`config.mk`:
```
export PLATFORM = sky130hd
export DESIGN_NAME = ddr_judge
export DESIGN_NICKNAME = d
export VERILOG_FILES = /design/src/rtl/ddr_pkg.sv /design/src/rtl/ddr_edge_detect.sv /design/src/rtl/ddr_judge.sv
export SDC_FILE = /design/constraint.sdc
export NUM_CORES = 1
export LEC_CHECK = 0
export CAP_MARGIN = 20
export CORE_MARGIN = 2
export CORE_UTILIZATION = 55
export DETAILED_ROUTE_END_ITERATION = 10
export PLACE_DENSITY = 0.88
export SYNTH_ARGS = -nofsm -noshare
export SYNTH_HDL_FRONTEND = slang
export SYNTH_SLANG_ARGS = --single-unit
```
`constraint.sdc`:
```
create_clock -name clk_i -period 8.5 [get_ports clk_i]
set_input_delay 1.7 -clock clk_i [delete_from_list [all_inputs] [get_ports clk_i]]
set_output_delay 1.7 -clock clk_i [all_outputs]
set_load 0.02 [all_outputs]
```
`src/rtl/ddr_pkg.sv`:
```
// Shared types and constants for the ddr_judge timing judge.
// Optional feature macro: DDR_JUDGE_COMBO_BONUS_EN (see ddr_judge.sv).
package ddr_pkg;

    typedef enum logic [1:0] {
        J_NONE,
        J_PERFECT,
        J_GOOD,
        J_MISS
    } judge_e;

    typedef enum logic [1:0] {
        S_IDLE,
        S_ARMED,
        S_FINISHED
    } state_e;

    localparam logic [15:0] PTS_PERFECT = 16'd3;
    localparam logic [15:0] PTS_GOOD    = 16'd1;

    // Bit positions inside the 4-bit direction vector {LEFT, RIGHT, UP, DOWN}
    localparam int unsigned DIR_LEFT  = 3;
    localparam int unsigned DIR_RIGHT = 2;
    localparam int unsigned DIR_UP    = 1;
    localparam int unsigned DIR_DOWN  = 0;

    // Saturating 8-bit increment (combo counter)
    function automatic logic [7:0] sat_inc8(input logic [7:0] v);
        return (v == 8'hFF) ? 8'hFF : v + 8'd1;
    endfunction

endpackage

```
`src/rtl/ddr_edge_detect.sv`:
```
// 4-bit two-register rising-edge detector with synchronous reset.
// The first cycle after reset loads both copies from the input so that a
// button held through reset never produces a rise.
module ddr_edge_detect (
    input  logic       clk_i,
    input  logic       rst_i,
    input  logic [3:0] d_i,
    output logic [3:0] rise_o
);

    logic [3:0] d1_q;
    logic [3:0] d2_q;
    logic       primed_q;

    // Two-stage history of the input; both stages seeded on the first post-reset cycle
    always_ff @(posedge clk_i) begin
        if (rst_i) begin
            d1_q     <= '0;
            d2_q     <= '0;
            primed_q <= 1'b0;
        end else if (!primed_q) begin
            d1_q     <= d_i;
            d2_q     <= d_i;
            primed_q <= 1'b1;
        end else begin
            d1_q <= d_i;
            d2_q <= d1_q;
        end
    end

    assign rise_o = d1_q & ~d2_q;

endmodule

```
`src/rtl/ddr_judge.sv`:
```
// Timing judge and scorer for the DDR pad game.
// Optional feature: define DDR_JUDGE_COMBO_BONUS_EN to add a combo bonus of
// min(combo, 15) / 4 points to each PERFECT.
module ddr_judge
    import ddr_pkg::*;
#(
    parameter int unsigned PERFECT_WIN = 100,
    parameter int unsigned GOOD_WIN    = 250
) (
    input  logic        clk_i,
    input  logic        rst_i,
    input  logic        tick_i,
    input  logic        start_i,
    input  logic        tgt_left_i,
    input  logic        tgt_right_i,
    input  logic        tgt_up_i,
    input  logic        tgt_down_i,
    input  logic        lvl_done_i,
    input  logic [3:0]  btn_i,
    output logic        hit_perfect_o,
    output logic        hit_good_o,
    output logic        hit_miss_o,
    output logic [15:0] score_o,
    output logic [7:0]  combo_o,
    output logic [7:0]  max_combo_o,
    output logic        final_o
);

    localparam int unsigned     AW = $clog2(GOOD_WIN + 1);
    localparam logic [AW-1:0]   PW = AW'(PERFECT_WIN);
    localparam logic [AW-1:0]   GW = AW'(GOOD_WIN);

    logic [3:0]    tgt_vec;
    logic          tgt_valid;
    logic [3:0]    rise;
    judge_e        judge;
    logic [15:0]   pts;
    logic [16:0]   sum;

    state_e        state_q;
    logic [3:0]    pend_q;
    logic [AW-1:0] age_q;
    logic [15:0]   score_q, score_d;
    logic [7:0]    combo_q, combo_d;
    logic [7:0]    maxc_q, maxc_d;
    logic          final_q;
    logic          perfect_q, good_q, miss_q;

    ddr_edge_detect u_edge (
        .clk_i  (clk_i),
        .rst_i  (rst_i),
        .d_i    (btn_i),
        .rise_o (rise)
    );

    // Assemble the target vector; only an exact one-hot vector is a target
    always_comb begin
        tgt_vec            = '0;
        tgt_vec[DIR_LEFT]  = tgt_left_i;
        tgt_vec[DIR_RIGHT] = tgt_right_i;
        tgt_vec[DIR_UP]    = tgt_up_i;
        tgt_vec[DIR_DOWN]  = tgt_down_i;
        tgt_valid          = $onehot(tgt_vec);
    end

    // Judge the pending arrow: a press wins over timeout, which wins over eviction
    always_comb begin
        judge = J_NONE;
        if (state_q == S_ARMED) begin
            if (|rise) begin
                if (rise == pend_q)
                    judge = (age_q <= PW) ? J_PERFECT : J_GOOD;
                else
                    judge = J_MISS;
            end else if (tick_i && (age_q == GW)) begin
                judge = J_MISS;
            end else if (lvl_done_i || tgt_valid) begin
                judge = J_MISS;
            end
        end
    end

`ifdef DDR_JUDGE_COMBO_BONUS_EN
    logic [3:0] capped;
    always_comb capped = (combo_q > 8'd15) ? 4'd15 : combo_q[3:0];
`endif

    // Points, saturating score, combo and max-combo for this cycle's judgement
    always_comb begin
        pts = '0;
        unique case (judge)
`ifdef DDR_JUDGE_COMBO_BONUS_EN
            J_PERFECT: pts = PTS_PERFECT + 16'(capped >> 2);
`else
            J_PERFECT: pts = PTS_PERFECT;
`endif
            J_GOOD:    pts = PTS_GOOD;
            default:   pts = '0;
        endcase
        sum     = {1'b0, score_q} + {1'b0, pts};
        score_d = sum[16] ? '1 : sum[15:0];
        combo_d = combo_q;
        if (judge == J_PERFECT || judge == J_GOOD)
            combo_d = sat_inc8(combo_q);
        else if (judge == J_MISS)
            combo_d = '0;
        maxc_d = (combo_d > maxc_q) ? combo_d : maxc_q;
    end

    // Judge FSM with registered outputs; reset and start clear identically
    always_ff @(posedge clk_i) begin
        if (rst_i || start_i) begin
            state_q   <= S_IDLE;
            pend_q    <= '0;
            age_q     <= '0;
            score_q   <= '0;
            combo_q   <= '0;
            maxc_q    <= '0;
            final_q   <= 1'b0;
            perfect_q <= 1'b0;
            good_q    <= 1'b0;
            miss_q    <= 1'b0;
        end else begin
            perfect_q <= (judge == J_PERFECT);
            good_q    <= (judge == J_GOOD);
            miss_q    <= (judge == J_MISS);
            score_q   <= score_d;
            combo_q   <= combo_d;
            maxc_q    <= maxc_d;
            unique case (state_q)
                S_IDLE: begin
                    if (lvl_done_i) begin
                        state_q <= S_FINISHED;
                        final_q <= 1'b1;
                    end else if (tgt_valid) begin
                        state_q <= S_ARMED;
                        pend_q  <= tgt_vec;
                        age_q   <= '0;
                    end
                end
                S_ARMED: begin
                    if (lvl_done_i) begin
                        state_q <= S_FINISHED;
                        final_q <= 1'b1;
                        pend_q  <= '0;
                        age_q   <= '0;
                    end else if (tgt_valid) begin
                        // Old arrow already judged this cycle; re-arm with the new one
                        pend_q <= tgt_vec;
                        age_q  <= '0;
                    end else if (judge != J_NONE) begin
                        state_q <= S_IDLE;
                        pend_q  <= '0;
                        age_q   <= '0;
                    end else if (tick_i) begin
                        age_q <= age_q + AW'(1);
                    end
                end
                S_FINISHED: begin
                    state_q <= S_FINISHED;
                end
                default: state_q <= S_IDLE;
            endcase
        end
    end

    assign hit_perfect_o = perfect_q;
    assign hit_good_o    = good_q;
    assign hit_miss_o    = miss_q;
    assign score_o       = score_q;
    assign combo_o       = combo_q;
    assign max_combo_o   = maxc_q;
    assign final_o       = final_q;

endmodule

```
==> results_dict.tcl <==
set metrics [dict create \
    floorplan.core_area_mm2 0.005473 \
    dieArea_mm2 0.006223 \
    share_of_synthesized_area_occupied_by_flip_flops_and_latches_pct 38.30 \
    setup.worst_path.end "max_combo_o[0]" \
    drc_violations 0 \
    setup.worst_path.start_class "input pin" \
    crit_arrival_ps 6800 \
    synth-adder-area-share_pct 9.412 \
    synth_top_family_by_area "simple AND/OR/NAND/NOR gates" \
    die_height_um 78.89 \
    worst-endpoint-required_ps 8730 \
    number_of_nets_in_the_synthesized_netlist 379 \
    final_common_cell "sky130_fd_sc_hd__dfxtp_1" \
    netlist_instances 344 \
    finish.net_count 430 \
    yosys_register_bits 59 \
    antenna_found_initial 0 \
    initial_core_util_pct 56.36 \
    detail_route.vias_per_cell 5.377 \
    first_pass_iters 4 \
    synth.lib_cells_used.distinct 52 \
    cts_max_path_buffers 2 \
    crit_path_max_fo 12 \
    portBuffers 48 \
    diode_insertion_count_for_antenna_repair 0 \
    gp_congestion 0.8935 \
    cp-end-kind "flop" \
    finalPower_mw 0.6705 \
    cts.root.buffer_cell "sky130_fd_sc_hd__clkbuf_8" \
    final.min_clock_period_ps 6561 \
    worst_skew_pair.late_latency_ps 340 \
    irDropWorstVdd_v 0.0001136 \
    layout-drive-gt1-share_pct 9.750 \
    layout-area-overhead-vs-synth_pct 25.76 \
    ys_async_sr_fraction_pct 0 \
    cts_buffers 9 \
    r2r_cells 14 \
    cts_setup_buffers 0 \
    cap_violations 0 \
    clkSlewWorstSetupHoldPaths_ps 70 \
    cts_max_level 3 \
    startpoint_to_endpoint_class_of_the_critical_path "in2reg" \
    synth-xor-area-share_pct 6.247 \
    cts_tree "built" \
    synth_enable_flop_cells 0 \
    place_inst 456 \
    place_hpwl_um 4650 \
    finalCoreUtilization_pct 70.87 \
    ys.warnings.count 0 \
    first_global_vias 2535 \
    period_share_pct 77.19 \
    leakage_nw 1.492 \
    synthesized_area_fraction_occupied_by_and_or_nand_nor_cells_pct 25.56 \
    route.antenna.remaining_nets 0 \
    grt_overflow_total 0 \
    setup_tns_ps 0 \
    min-delay-path-class "reg2reg" \
    pin_count_of_the_biggest_net_entering_global_routing 28 \
    rr_endpoint "max_combo_o[0]" \
    timing_worst_slew_pin_value_ps 988.9 \
    stdcell_count 472 \
    finalHoldViolations 0 \
    gr-usage-all-layers_pct 22.13 \
    max_slew_violation_count 0 \
    grt_pass1_wl_um 10990 \
    endpoints_failing_setup 0 \
    site_rows 27 \
    synth_top_flop_cell "sky130_fd_sc_hd__dfxtp_1" \
    grt_setup_unrepaired "false" \
    muxShareOfSynthArea_pct 4.381 \
    floorplan.io_pins 49 \
    clock_sinks 59 \
    drt_iter0_markers 110 \
    relSlewSlack_pct 33.83 \
    fraction_of_the_mapped_netlist_area_in_compound_gates_pct 11.16 \
    cts_resized 0 \
    dieWidth_um 78.89 \
    num_vias 2538 \
    synthesis.area_mm2 0.003084 \
    syn_avg_cell_area_um2 8.966 \
    power_density_mw_per_mm2 172.9 \
    crit-reg2reg-launch "u_edge.d1_q[3]" \
    r2r_slack_ps 4330 \
    totalWireLength_um 6265 \
    worstHoldStart "state_q[1]" \
    max_clock_freq_mhz 152.4 \
    timing.clock.skew_ps 6.792 \
    mostFrequentLayoutCells "59 x sky130_fd_sc_hd__dfxtp_1, 48 x sky130_fd_sc_hd__clkdlybuf4s50_1, 36 x sky130_fd_sc_hd__nor2_1" \
    cts_hold_fix_bufs 0 \
    timing.critical_path.from "tgt_left_i" \
    wire_per_inst_um 13.27 \
    outcome "finished clean" \
]
==> layer usage <==
metal	wire (um)	GRT usage, %
met1	2779	25.18
met2	3173	39.32
met3	207	7.273
met4	104	6.897
met5	0	0
==> sequential cells by signal, indices dropped and copies added (netlist names), 2 cells and up <==
register / count
u_edge.d1_q: 4
combo_o: 8
state_q: 2
max_combo_o: 8
age_q: 8
u_edge.d2_q: 4
pend_q: 4
score_o: 16
==> how the worst min path moves through the flow <==
stage | endpoint | slack, ps | cells after the start
3_3_place_gp | state_q[0] | 430 | 1
5_1_grt | state_q[0] | 470 | 1
2_1_floorplan | state_q[0] | 410 | 1
3_5_place_dp | state_q[0] | 450 | 1
4_1_cts | state_q[0] | 460 | 1
6_report | state_q[0] | 450 | 1
==> Yosys cell counts (4+ instances only) <==
cell / instances / area share, %
sky130_fd_sc_hd__nor2_1: 36 / 4.4
sky130_fd_sc_hd__dfxtp_1: 59 / 38
sky130_fd_sc_hd__a31oi_1: 5 / 1.0
sky130_fd_sc_hd__nand2_1: 27 / 3.3
sky130_fd_sc_hd__nand4_1: 6 / 1.2
sky130_fd_sc_hd__xor2_1: 7 / 2.0
sky130_fd_sc_hd__inv_1: 30 / 3.7
sky130_fd_sc_hd__and3_1: 4 / 0.81
sky130_fd_sc_hd__nor3b_1: 4 / 0.97
sky130_fd_sc_hd__nor2b_1: 11 / 2.2
sky130_fd_sc_hd__xnor2_1: 15 / 4.3
sky130_fd_sc_hd__a22oi_1: 4 / 0.97
sky130_fd_sc_hd__nor3_1: 6 / 0.97
sky130_fd_sc_hd__mux2i_1: 12 / 3.9
sky130_fd_sc_hd__ha_1: 20 / 8.1
sky130_fd_sc_hd__nand3_1: 13 / 2.1
sky130_fd_sc_hd__a21oi_1: 28 / 4.5
sky130_fd_sc_hd__clkbuf_1: 4 / 0.49
sky130_fd_sc_hd__and2_1: 4 / 0.81
==> critical path, stage by stage <==
cell,delay [ps]
sky130_fd_sc_hd__clkdlybuf4s50_1,470
sky130_fd_sc_hd__inv_1,60
sky130_fd_sc_hd__fa_1,530
sky130_fd_sc_hd__inv_1,40
sky130_fd_sc_hd__ha_1,170
sky130_fd_sc_hd__ha_1,320
sky130_fd_sc_hd__nor3b_1,410
sky130_fd_sc_hd__o311ai_2,200
sky130_fd_sc_hd__a21o_1,210
sky130_fd_sc_hd__ha_1,450
sky130_fd_sc_hd__and4_1,310
sky130_fd_sc_hd__and4bb_2,240
sky130_fd_sc_hd__nor3_1,270
sky130_fd_sc_hd__ha_1,310
sky130_fd_sc_hd__o21ai_0,160
sky130_fd_sc_hd__nor2_1,90
sky130_fd_sc_hd__o31ai_4,510
sky130_fd_sc_hd__mux2_4,340
==> cells by family (layout without fill, tap and decap cells) <==
group           Yosys count  in the layout
xor+xnor                 22             22
fa+ha+maj                22             22
mux                      13             13
flops                    59             59
simple gates            139            139
buf+inv                  38             94
compound gates           51             51
==> cell type report <==
class	count	area [um2]
clock buffers	9	123.9
inverters	30	112.6
clock inverters	7	140.1
multi-input cells	247	1750
fillers	427	1594
flip-flops and latches	59	1181
well taps	72	90.09
repair buffers	48	480.5
==> where the power goes <==
part | total, mW | switching [mW] | internal, mW
Clock | 0.335 | 0.111 | 0.224
Sequential | 0.283 | 0.00262 | 0.280
Combinational | 0.0525 | 0.0282 | 0.0242
Total | 0.671 | 0.142 | 0.528
==> per-stage QoR <==
| stage | hold WS, ps | setup slack [ps] | cell area, um2 |
|---|---|---|---|
| final | 453.0 | 1939 | 3879 |
| after global routing | 472.7 | 1655 | 3879 |
| after CTS | 460.2 | 1976 | 3879 |
| after detailed placement | 450.9 | 1602 | 3615 |
| after global placement | 426.4 | 1807 | 3615 |
| after floorplan | 412.2 | 2569 | 3084 |
Power figures use the tool's default switching activity.
